$ cat src/rtl/dma_sample_streamer_pkg.sv
// Shared constants and helpers for the DMA sample streamer: DMA word width, underrun counter
// width and lane arithmetic.
package dma_sample_streamer_pkg;

    localparam int unsigned DMA_W          = 64;
    localparam int unsigned UNDERRUN_CNT_W = 16;

    typedef logic [DMA_W-1:0] dma_word_t;

    function automatic bit sample_w_legal(input int unsigned sample_w);
        return (sample_w == 8) || (sample_w == 16) || (sample_w == 32);
    endfunction

    function automatic int unsigned lane_count(input int unsigned sample_w);
        return DMA_W / sample_w;
    endfunction

endpackage

$ cat src/rtl/dma_sample_streamer_if.sv
// Request/return bus between the streamer (master) and the simple DMA read controller (slave).
interface dma_sample_streamer_if;
    import dma_sample_streamer_pkg::*;

    logic      dma_request;
    dma_word_t dma_data;
    logic      dma_data_ready;

    modport master (
        output dma_request,
        input  dma_data,
        input  dma_data_ready
    );

    modport slave (
        input  dma_request,
        output dma_data,
        output dma_data_ready
    );

endinterface

$ cat src/rtl/sample_rate_divider.sv
// Programmable tick generator: one tick every rate_div+1 enabled cycles, reloadable on demand.
module sample_rate_divider #(
    parameter int unsigned DIV_W = 16
) (
    input  logic             clk,
    input  logic             rst_b,
    input  logic             i_enable,
    input  logic             i_reload,
    input  logic [DIV_W-1:0] i_rate_div,
    output logic             o_tick
);

    logic [DIV_W-1:0] r_count;
    logic             w_zero;

    assign w_zero = (r_count == '0);
    assign o_tick = i_enable & ~i_reload & w_zero;

    // Held at rate_div while idle so the first tick lands rate_div+1 cycles after enable.
    always_ff @(posedge clk) begin
        if (!rst_b) begin
            r_count <= '0;
        end else if (!i_enable || i_reload || w_zero) begin
            r_count <= i_rate_div;
        end else begin
            r_count <= r_count - DIV_W'(1);
        end
    end

endmodule

$ cat src/rtl/dma_sample_streamer.sv
// Pulls 64-bit words from the DMA controller into a small buffer and plays them out one
// SAMPLE_W lane per rate tick, substituting zero samples and counting underruns when empty.
module dma_sample_streamer
    import dma_sample_streamer_pkg::*;
#(
    parameter int unsigned BUF_DEPTH = 2,
    parameter int unsigned SAMPLE_W  = 16,
    parameter int unsigned DIV_W     = 16
) (
    input  logic                        clk,
    input  logic                        rst_b,
    input  logic                        i_enable,
    input  logic                        i_flush,
    input  logic [DIV_W-1:0]            i_rate_div,
    dma_sample_streamer_if.master       dma,
    output logic [SAMPLE_W-1:0]         o_sample,
    output logic                        o_sample_valid,
    output logic                        o_underrun,
    output logic [UNDERRUN_CNT_W-1:0]   o_underrun_count,
    output logic [$clog2(BUF_DEPTH):0]  o_buf_level
);

    localparam int unsigned LANES  = lane_count(SAMPLE_W);
    localparam int unsigned LANE_W = $clog2(LANES);
    localparam int unsigned PTR_W  = $clog2(BUF_DEPTH);
    localparam int unsigned LVL_W  = PTR_W + 1;

    dma_word_t                 r_buf [BUF_DEPTH];
    logic [PTR_W-1:0]          r_wr_ptr;
    logic [PTR_W-1:0]          r_rd_ptr;
    logic [LVL_W-1:0]          r_level;
    logic                      r_pending;
    logic [LANE_W-1:0]         r_lane;
    logic [SAMPLE_W-1:0]       r_sample;
    logic                      r_sample_valid;
    logic                      r_underrun;
    logic [UNDERRUN_CNT_W-1:0] r_underrun_count;

    logic                      w_tick;
    logic                      w_request;
    logic                      w_push;
    logic                      w_has_data;
    logic                      w_last_lane;
    logic                      w_pop;
    dma_word_t                 w_word;
    logic [SAMPLE_W-1:0]       w_lane_data;

    sample_rate_divider #(
        .DIV_W (DIV_W)
    ) u_divider (
        .clk        (clk),
        .rst_b      (rst_b),
        .i_enable   (i_enable),
        .i_reload   (i_flush),
        .i_rate_div (i_rate_div),
        .o_tick     (w_tick)
    );

    // The in-flight word counts against capacity, so an accepted response always fits.
    assign w_request = i_enable & ~i_flush & ~r_pending &
                       (({1'b0, r_level} + {{LVL_W{1'b0}}, r_pending}) <
                        (LVL_W + 1)'(BUF_DEPTH));
    assign dma.dma_request = w_request;

    assign w_push      = dma.dma_data_ready & r_pending & ~i_flush;
    assign w_has_data  = (r_level != '0);
    assign w_last_lane = (r_lane == LANE_W'(LANES - 1));
    assign w_pop       = w_tick & w_has_data & w_last_lane;
    assign w_word      = r_buf[r_rd_ptr];

    always_comb begin
        w_lane_data = '0;
        for (int l = 0; l < LANES; l++) begin
            if (r_lane == LANE_W'(l)) begin
                w_lane_data = w_word[l*SAMPLE_W +: SAMPLE_W];
            end
        end
    end

    always_ff @(posedge clk) begin
        if (!rst_b) begin
            for (int i = 0; i < BUF_DEPTH; i++) begin
                r_buf[i] <= '0;
            end
        end else if (w_push) begin
            r_buf[r_wr_ptr] <= dma.dma_data;
        end
    end

    always_ff @(posedge clk) begin
        if (!rst_b) begin
            r_wr_ptr <= '0;
            r_rd_ptr <= '0;
            r_level  <= '0;
            r_lane   <= '0;
        end else if (i_flush) begin
            r_wr_ptr <= '0;
            r_rd_ptr <= '0;
            r_level  <= '0;
            r_lane   <= '0;
        end else begin
            if (w_push) begin
                r_wr_ptr <= r_wr_ptr + PTR_W'(1);
            end
            if (w_pop) begin
                r_rd_ptr <= r_rd_ptr + PTR_W'(1);
            end
            if (w_push && !w_pop) begin
                r_level <= r_level + LVL_W'(1);
            end else if (w_pop && !w_push) begin
                r_level <= r_level - LVL_W'(1);
            end
            if (w_tick && w_has_data) begin
                r_lane <= w_last_lane ? '0 : r_lane + LANE_W'(1);
            end
        end
    end

    // The controller answers exactly one cycle after a request or never, so pending lasts one cycle.
    always_ff @(posedge clk) begin
        if (!rst_b) begin
            r_pending <= 1'b0;
        end else begin
            r_pending <= w_request;
        end
    end

    always_ff @(posedge clk) begin
        if (!rst_b) begin
            r_sample         <= '0;
            r_sample_valid   <= 1'b0;
            r_underrun       <= 1'b0;
            r_underrun_count <= '0;
        end else begin
            r_sample_valid <= w_tick;
            r_underrun     <= w_tick & ~w_has_data;
            if (w_tick) begin
                r_sample <= w_has_data ? w_lane_data : '0;
            end
            if (w_tick && !w_has_data && (r_underrun_count != '1)) begin
                r_underrun_count <= r_underrun_count + UNDERRUN_CNT_W'(1);
            end
        end
    end

    assign o_sample         = r_sample;
    assign o_sample_valid   = r_sample_valid;
    assign o_underrun       = r_underrun;
    assign o_underrun_count = r_underrun_count;
    assign o_buf_level      = r_level;

endmodule

$ cat src/flat_wrapper.sv
// flat-port wrapper written by rule: the top's interface ports become plain ports
module dma_sample_streamer_flat import dma_sample_streamer_pkg::*;
#(
    parameter int unsigned BUF_DEPTH = 2,
    parameter int unsigned SAMPLE_W  = 16,
    parameter int unsigned DIV_W     = 16
)
  (clk, rst_b, i_enable, i_flush, i_rate_div, o_sample, o_sample_valid, o_underrun, o_underrun_count, o_buf_level, dma_dma_request, dma_dma_data, dma_dma_data_ready);
  dma_sample_streamer_if dma_i ();
  input  logic clk;
  input  logic rst_b;
  input  logic i_enable;
  input  logic i_flush;
  input  logic [DIV_W-1:0] i_rate_div;
  output logic [SAMPLE_W-1:0] o_sample;
  output logic o_sample_valid;
  output logic o_underrun;
  output logic [UNDERRUN_CNT_W-1:0] o_underrun_count;
  output logic [$clog2(BUF_DEPTH):0] o_buf_level;
  output wire logic [$bits(dma_i.dma_request)-1:0] dma_dma_request;
  input wire logic [$bits(dma_i.dma_data)-1:0] dma_dma_data;
  input wire logic [$bits(dma_i.dma_data_ready)-1:0] dma_dma_data_ready;
  assign dma_dma_request = dma_i.dma_request;
  assign dma_i.dma_data = dma_dma_data;
  assign dma_i.dma_data_ready = dma_dma_data_ready;
  dma_sample_streamer #(.BUF_DEPTH(BUF_DEPTH), .SAMPLE_W(SAMPLE_W), .DIV_W(DIV_W)) u_core (.clk(clk), .rst_b(rst_b), .i_enable(i_enable), .i_flush(i_flush), .i_rate_div(i_rate_div), .dma(dma_i), .o_sample(o_sample), .o_sample_valid(o_sample_valid), .o_underrun(o_underrun), .o_underrun_count(o_underrun_count), .o_buf_level(o_buf_level));
endmodule
$ cat config.mk
export PLATFORM = sky130hd
export DESIGN_NAME = dma_sample_streamer_flat
export DESIGN_NICKNAME = d
export VERILOG_FILES = /design/src/rtl/dma_sample_streamer_pkg.sv /design/src/rtl/dma_sample_streamer_if.sv /design/src/rtl/sample_rate_divider.sv /design/src/rtl/dma_sample_streamer.sv /design/src/flat_wrapper.sv
export SDC_FILE = /design/constraint.sdc
export NUM_CORES = 1
export LEC_CHECK = 0
export ABC_AREA = 1
export BUFFER_PORTS_ARGS = -buffer_cell sky130_fd_sc_hd__buf_2
export CORE_UTILIZATION = 52
export CTS_CLUSTER_SIZE = 25
export DETAILED_ROUTE_END_ITERATION = 10
export PLACE_DENSITY = 0.75
export SYNTH_ARGS = -nofsm -noshare
export SYNTH_HDL_FRONTEND = slang
export SYNTH_SLANG_ARGS = --single-unit
$ cat constraint.sdc
create_clock -name clk -period 3.1 [get_ports clk]
set_input_delay 0.465 -clock clk [delete_from_list [all_inputs] [get_ports clk]]
set_output_delay 0.465 -clock clk [all_outputs]
set_load 0.03 [all_outputs]
## After elaboration in Yosys (flattened, before gate mapping)

Memories as Yosys holds them, arrays and structs flattened. A register that Yosys moved wholly into a read port is not among the register bits.
Index checks and enable logic that the tools add are counted.

| word-level totals | value |
|---|---|
| register bits after elaboration | 57 |
| memory bits (writable) | 128 |
| input bits | 85 |
| word-level logic and storage cells | 72 |
| memories | 1 |

Memories:

| memory | words | width | read ports | clocked after memory_dff | wr ports | line | RTL |
|---|---|---|---|---|---|---|---|
| u_core.r_buf | 2 | 64 | 1 | 1 | 2 | dma_sample_streamer.sv:28 | `dma_word_t r_buf [BUF_DEPTH];` |

| operators by class | value |
|---|---|
| add/sub/neg operators | 8 |
| order comparisons | 1 |
| eq/ne operators | 4 |
| muxes and demuxes | 18 |
| bitwise logic cells | 13 |
| reduce and logical (&&, ||, !) cells | 17 |

Operators with widths:

| kind | count |
|---|---|
| 16-bit two-way mux | 6 |
| 64-bit two-way mux | 1 |
| 64-bit OR reduction | 1 |
| 16-bit by 1-bit adder with 16-bit output, second input constant | 1 |
| 16-bit logical NOT | 1 |
| 16-bit inequality test, second input constant | 1 |
| 16-bit by 1-bit subtractor with 16-bit output, second input constant | 1 |
| 1-bit bitwise AND | 9 |
| 1-bit two-way mux | 8 |
| 2-bit two-way mux | 3 |
| 1-bit logical AND | 5 |
| 2-bit by 1-bit adder with 2-bit output, second input constant | 2 |
| 2-bit == test, second input constant | 2 |
| 1-bit logical NOT | 4 |
| 1-bit inverter | 4 |
| 2-bit nonzero test | 2 |
| 2-bit by 1-bit adder with 3-bit output | 1 |
| 3-bit by 2-bit less-than comparator with 1-bit output, second input constant | 1 |
| 1-bit adder, second input constant | 2 |
| 2-bit by 1-bit == test with 1-bit output, second input constant | 1 |
| 2-bit logical NOT | 1 |
| 1-bit logical OR | 2 |
| 2-bit OR reduction | 1 |
| 2-bit by 1-bit subtractor with 2-bit output, second input constant | 1 |

## Depth between registers and ports, before layout

Gate-level depths: netlist (run 1).

| logic depth | value |
|---|---|
| depth after elaboration | 8 |
| gate-level depth with buffers | 13 |

## Modules after synthesis

From an unflattened synthesis (run 1), not the netlist that was laid out.

| unflattened totals | value |
|---|---|
| cells, all modules | 1115 |
| area total of the unflattened synthesis | 9087.5 um^2 |

Modules (own cells, without submodules):

| module | times used | cells each | area an instance (um^2) | sequential area each (um^2) |
|---|---|---|---|---|
| dma_sample_streamer | 1 | 942 | 8026.4 | 4684.5 |
| sample_rate_divider | 1 | 173 | 1061.0 | 320.3 |

## Least setup slack after synthesis (run 1)

OpenSTA, ideal clock, no wires.

| timing | value |
|---|---|
| kind | input to register |
| from | input port dma_dma_data_ready |
| to | memory u_core.r_buf[0][0] in the netlist's numbering, enable pin |
| library setup time | 0.689 ns |
| arrival | 2.355 ns |
| setup slack | 0.056 ns |
| stages | 6 |
| path through | nand2_1 -> nor2_1 -> nand3_1 -> clkbuf_1 -> buf_1 -> nand2_1 |

RTL lines:

| item | line | RTL |
|---|---|---|
| from (decl) | flat_wrapper.sv:22 | `input wire logic [$bits(dma_i.dma_data_ready)-1:0] dma_dma_data_ready;` |
| to (decl) | dma_sample_streamer.sv:28 |  |

## Worst setup path in the final report (run 1)

| timing | value |
|---|---|
| from | register u_core.r_lane[1] |
| to | register u_core.r_sample[10], in the netlist u_core.o_sample[10] |

| between the ends | value |
|---|---|
| word-level cells in the longest chain between the ends | 6 |
| elaborated cells on any way between the ends | 9 |
| those cells by class | 3 x eq/ne; 5 x mux; 1 x reduce/logical |

Ends and longest elaborated chain:

| item | line | RTL |
|---|---|---|
| from (decl) | dma_sample_streamer.sv:33 | `logic [LANE_W-1:0] r_lane;` |
| from (signal assigned) | dma_sample_streamer.sv:114 | `r_lane <= w_last_lane ? '0 : r_lane + LANE_W'(1);` |
| 2-bit logical NOT | dma_sample_streamer.sv:74 | `if (r_lane == LANE_W'(l)) begin` |
| 16-bit two-way mux (3 in series) | dma_sample_streamer.sv:74 |  |
| 16-bit two-way mux (*) | dma_sample_streamer.sv:74 |  |
| 16-bit two-way mux (*) | dma_sample_streamer.sv:138 | `r_sample <= w_has_data ? w_lane_data : '0;` |
| to (signal assigned) | dma_sample_streamer.sv:138 |  |
| to (decl) | dma_sample_streamer.sv:34 | `logic [SAMPLE_W-1:0] r_sample;` |

Every way passes the cells marked *; elsewhere a longest branch is shown, timed or not.
A chain may end at the register's enable or synchronous reset.

==> results.md, run 1 <==
* Worst-Margin Slew at 888 ps
* Lkg Pwr at roughly 0.0047 µW
* Via Count at roughly 7,300
* Iter 0 DRT Violations at around 700
* Vias per cell at about 5.2
* Post-Syn Nets at about 1,200
* Cell taking the most area after synthesis: edfxtp_1
* # DRC at 0
* Area grow syn2layout at 15.1%
* Crit-path cells: inv_1 -> ha_1 -> nor2_2 -> nand3_1 -> nand2_1 -> nand2_1 -> nand3_1 -> nand3_1 -> a21oi_1
* Clock root buffer: clkbuf_16
* Total GRT Usage at ~26%
* Core box area at roughly 0.017 mm²
* Most frequent cells after synthesis: nand2_1, nor2_1, inv_1
* Max Root-Sink Buffers at 2
* Placer Congestion at 0.890
* Pwr dens at 510 mW/mm²
* Setup-failing EPs final at 0
* CTS Buf Count at 17
* Crit-path max cell delay at 690 ps
* FF+latch count, synth at around 190
* Synthesized cell area at about 0.0089 mm²
* IO Port Bufs at 121
* Width of the die at ~130 µm
* Synth Area per Inst at ~8.4 µm²
* Crit path top cell by count: nand3_1
* Status: complete, no violations
* Starting density of the core at about 54%
* Seq/Total Area, Yosys at between 50% and 60%
* # rows at between 40 and 50
* Setup TNS Final at 0 ps
* Asr flop ratio synth at 0%
* Max_cap viols at 0
* Initial antenna violation count at 0
* Fmax at 0.424 GHz
* Worst VDD drop at approximately 0.00047 V
* Fin crit share at about three quarters
* Post-synth EDFFs at approximately 130
* Clk_skew at 14.0 ps
* Largest net degree at the start of global routing at 65
* Global-route wire length before repair at 35,400 µm
* TritonRoute pass-1 iters at 5
* Headroom to the max-slew limit at 40.7%
* Synth cell types at 34
* Worst setup EP type: flop
* Die span in y at approximately 130 µm
* Unrepaired setup endpoints after global routing: false
* Routed wire length at ~21,000 µm
* Ant. Diodes at 0
* Fill count at 1,476
* Vias in the first global route at 7,023
* Final-report hold violation count at 0
* CTS tree: yes
* Post-route ant nets at 0
* Top cell type's share of synthesized area at a little over two fifths
* Startpoint class of the critical path: flop
* Clock slew at reported path FFs at about 60 ps
* Clock latency on the worst-skew pair at roughly 430 ps
* HP Class: in2reg
* GR Overflow Total at 0
* # hold bufs at CTS at 0
* Critical Path RT at between 3000 and 4000 ps
* Die area at roughly 0.018 mm²
* Mapped Cells at roughly 1,100
* Io pins at between 100 and 150
* WL/cell at 15.1 µm
* Clock sink count at between 150 and 200
* Final-stage net count at 1,265
* Share of layout cells above drive strength 1 at around 16%
* Slowest stage cell on the critical path: nor2_2
* Top post-synthesis cells by area: edfxtp_1, dfxtp_1, nand2_1
* WP data arrival at roughly 2700 ps
* Fin area at about 0.01 mm²
* Post-DP HPWL at roughly 14,000 µm
* Postcts setup bufs at 0
* Ys flop type: edfxtp_1
* H-Tree Depth at 4
* Min cycle time layout at between 2000 and 2500 ps
* Final Max Tran Viols at 0
* Crit path kind: reg2reg
* Post-CTS sizing at 0
* Post-DP Area at about 0.0097 mm²
* Yosys Warn Count at 0
* Most common cell in the synthesized netlist: nand2_1
* Largest fanout on the critical path at 17
==> flip-flops by register name, indices dropped and copies added, names as in the netlist, 2 cells and up, named ones only <==
signal and cells:
u_core.o_buf_level 2, u_core.o_underrun_count 16, u_core.o_sample 16, u_core.r_buf 128, u_core.u_divider.r_count 16, u_core.r_lane 2
==> path summary, 6_finish.rpt <==
kind	cells past startpoint	slack [ps]	start	to
hold / removal	3	280	i_rate_div[3]	u_core.u_divider.r_count[3]
hold reg to reg	1	430	u_core.u_divider.r_count[0]	u_core.u_divider.r_count[0]
setup / recovery	9	740	u_core.r_lane[1]	u_core.o_sample[10]
setup reg to reg	9	740	u_core.r_lane[1]	u_core.o_sample[10]
==> placed cells by master (no fill, tap or decap), types with 2 or more instances in the layout <==
cell,n
clkinv_1,4
clkinvlp_4,2
buf_12,2
nor3_1,4
bufinv_16,3
xnor2_1,9
o21ai_1,3
buf_4,9
xor2_1,8
nand2_2,7
nand2_1,210
nor2_1,206
dfxtp_1,57
a21oi_1,55
nand3_1,106
clkbuf_16,17
nor2_2,6
inv_1,155
ha_1,7
inv_2,2
o21ai_0,35
nand3_2,3
buf_2,121
clkinv_2,2
nand4_1,5
clkbuf_8,2
edfxtp_1,128
nor2_4,5
clkbuf_1,4
==> worst max-delay path, delay by kind of cell (launching register included) <==
kind | cells | cell delay (ps)
adder cells (fa/ha/maj) | 1 | 440
flip-flops | 1 | 390
AO/OA/AOI/OAI | 1 | 170
buffers and inverters | 1 | 80
AND/OR/NAND/NOR | 6 | 1210
==> routing by layer <==
layer  vias to the layer above  share of wire, %  GRT usage (%)
met5                         -                 0              0
met4                         0               2.2           8.65
met3                        28               7.1           4.79
met2                       276                47           41.0
met1                      3357                44           35.3
li1                       3594                 -              -
==> logic make-up (layout without fill, tap and decap cells) <==
logic type	after synthesis	after routing	share of synthesized area (%)
adders and majority gates	7	7	0.979
xor gates and xnor gates	17	17	1.66
and+or+nand+nor	559	559	26.7
AOI/OAI and AO/OA	94	94	5.29
DFF	186	186	55.9
buffers and inverters	208	323	9.41
==> metrics by stage <==
stage	setup slack (ps)	total power, µW	utilization [%]	instances	hold slack, ps
after floorplan	55.7	2990	-	1071	405
after global placement	1040	3100	58.1	1374	417
after detailed placement	857	3100	58.1	1374	421
after CTS	817	5260	61.6	1406	264
after global routing	551	5410	61.6	1406	270
final	741	5250	61.6	1406	281
==> layout make-up <==
class | count | area [µm²] | share of cell area (%)
Timing Repair Buffer | 132 | 713 | 6.93
Multi-Input combinational cell | 677 | 3110 | 30.2
Clock buffer | 23 | 468 | 4.55
Sequential cell | 186 | 5010 | 48.6
Clock inverter | 9 | 123 | 1.19
Tap cell | 220 | 275 | 2.67
Inverter | 159 | 597 | 5.80
==> power breakdown <==
| part | leakage [µW] | switching [µW] | internal, µW |
|---|---|---|---|
| sequential | 0.00180 | 32.5 | 2720 |
| combinational | 0.00260 | 190 | 108 |
| clock | 0.000282 | 893 | 1310 |
| total | 0.00468 | 1120 | 4140 |
(Power assumes the default switching activity.)
==> run 2: changes to the inputs <==
- clock period: 3.1 -> 2 ns (I/O delays scaled with it)
==> run 2 against run 1 <==
Effect of this change: die area unchanged; clock power is 48% higher; register-to-register slack worse by 600 ps; routed wire length down 2.8%; flip-flop and latch count is the same; setup slack got worse by 600 ps; final area up 2.1%; critical path type unchanged.
==> results.md, run 2 (synthesis results as in run 1) <==
* Status: complete, no violations
* Min cycle time layout at 1860 ps (-496 ps)
* CTS tree: yes
* Die span in y at 133 µm (unchanged)
* Top reg by flops: u_core.r_buf
* Die area at 0.0177 mm² (unchanged)
* Fill count at 1,442 (-2.3%)
* Core box area at 0.0167 mm² (unchanged)
* IO Port Bufs at 121 (unchanged)
* Global-route wire length before repair at 33,300 µm (-6.0%)
* CTS Buf Count at 17 (unchanged)
* Routed wire length at 20,700 µm (-2.8%)
* Via Count at 7,250 (-0.069%)
* Area grow syn2layout at 17.5%
* Iter 0 DRT Violations at 569 (-21%)
* TritonRoute pass-1 iters at 5 (unchanged)
* WL/cell at 14.5 µm (-4.0%)
* Placer Congestion at 0.855 (-4.0%)
* H-Tree Depth at 4 (unchanged)
* Worst VDD drop at 0.000626 V (+33%)
* Lkg Pwr at 0.00477 µW (+1.9%)
* Io pins at 122 (unchanged)
* Largest register FFs at 128 (unchanged)
* Unrepaired setup endpoints after global routing: false
* HP Class: in2reg
* Share of layout cells above drive strength 1 at 17.6% (+1.8 points)
* Post-route ant nets at 0 (unchanged)
* Fin crit share at 93.2% (+17 points)
* Register area at 0.00501 mm² (unchanged)
* Clock sink count at 186 (unchanged)
* WP data arrival at 2190 ps (-510 ps)
* Placed cell count at 1,388 (+1.0%)
* Commonest non-fill, non-tap cell in the layout: nand2_1
* Vias per cell at 5.09 (-1.3%)
* GR Overflow Total at 0 (unchanged)
* Final-report hold violation count at 0 (unchanged)
* # hold bufs at CTS at 0 (unchanged)
* Headroom to the max-slew limit at 71.5% (+31 points)
* Post-DP HPWL at 13,400 µm (-3.7%)
* Total GRT Usage at 24.5% (-1.1 points)
* Worst-Margin Slew at 428 ps (-460 ps)
* Setup-failing EPs final at 0 (unchanged)
* Max_cap viols at 0 (unchanged)
* Clock root buffer: clkbuf_16
* Fmax at 0.537 GHz (+27%)
* Crit path kind: reg2reg
* Final-stage net count at 1,281 (+1.3%)
* Initial antenna violation count at 1 (+1)
* Largest fanout on the critical path at 4 (-13)
* Pwr dens at 764 mW/mm² (+50%)
* # rows at 47 (unchanged)
* Final Core Density at 62.9% (+1.3 points)
* Layout Cells excl Fill at 1,423 (+1.2%)
* Clk_skew at 10.1 ps (-3.93 ps)
* Final Max Tran Viols at 0 (unchanged)
* Startpoint class of the critical path: flop
* Most frequent cells in the layout: nand2_1, nor2_1, inv_1
* Starting density of the core at 53.6% (unchanged)
* # DRC at 0 (unchanged)
* Clock slew at reported path FFs at 70 ps (about the same)
* Max Root-Sink Buffers at 2 (unchanged)
* Setup TNS Final at 0 ps (unchanged)
* Clock latency on the worst-skew pair at 440 ps (about the same)
* Critical Path RT at 2320 ps (-1120 ps)
* Vias in the first global route at 6,892 (-1.9%)
* Worst setup EP type: flop
* Width of the die at 133 µm (unchanged)
* Largest net degree at the start of global routing at 65 (unchanged)
* Area of the multi-input gates at 0.00315 mm² (+1.1%)
[run 2: path summary, 6_finish.rpt]
check        cells past startpoint                     endpoint  slack [ps]                        start
max                             11        u_core.o_buf_level[1]         140  u_core.u_divider.r_count[8]
min                              3  u_core.u_divider.r_count[3]         100                i_rate_div[3]
max reg2reg                     11        u_core.o_buf_level[1]         140  u_core.u_divider.r_count[8]
min reg2reg                      1  u_core.u_divider.r_count[0]         450  u_core.u_divider.r_count[0]
[run 2: where the power goes]
part | leakage, µW | internal (µW) | switching, µW
sequential | 0.00180 | 4220 | 50.4
combinational | 0.00271 | 190 | 311
clock | 0.000260 | 1800 | 1470
[run 2: layout make-up]
class,instances,area share (%)
multi-input cells,677,30.0
diodes,1,0.0238
repair buffers,148,8.64
inverters,159,5.68
clock buffers,20,4.36
flip-flops and latches,186,47.6
clock inverters,12,1.10
well taps,220,2.62
[run 2: per-stage QoR]
step / cell area [µm²] / total power, µW / hold slack (ps) / setup WS, ps
after floorplan: 8970 / 4640 / 422 / 11.7
after global placement: 9910 / 4830 / 435 / 129
after detailed placement: 9910 / 4850 / 442 / 61.0
after CTS: 10500 / 8060 / 80.6 / 49.5
after global routing: 10500 / 8290 / 103 / 5.59
final: 10500 / 8030 / 99.1 / 137
[run 2: what timing repair did]
action	4_1_cts	5_1_grt
setup endpoints to repair	0	5
gates resized for setup	0	5
buffers inserted	0	2
[run 2: layer usage]
layer	wire length (µm)	GRT usage, %	part of all wire [%]	vias up
li1	-	-	-	3628
met1	8910	31.8	43	3316
met2	9780	39.6	47	258
met3	1300	4.57	6.3	48
met4	679	12.3	3.3	0
met5	0	0	0	-
[run 2: worst max-delay path, stage by stage, from the launching register on]
cell and delay (ps):
dfxtp_1 350, nor2_2 150, nand2_2 100, nor2_2 140
nand3_2 120, nor2_4 120, nand2_1 70, ha_1 320
a21oi_1 110, o21ai_1 90, o21ai_1 120, a21oi_1 50
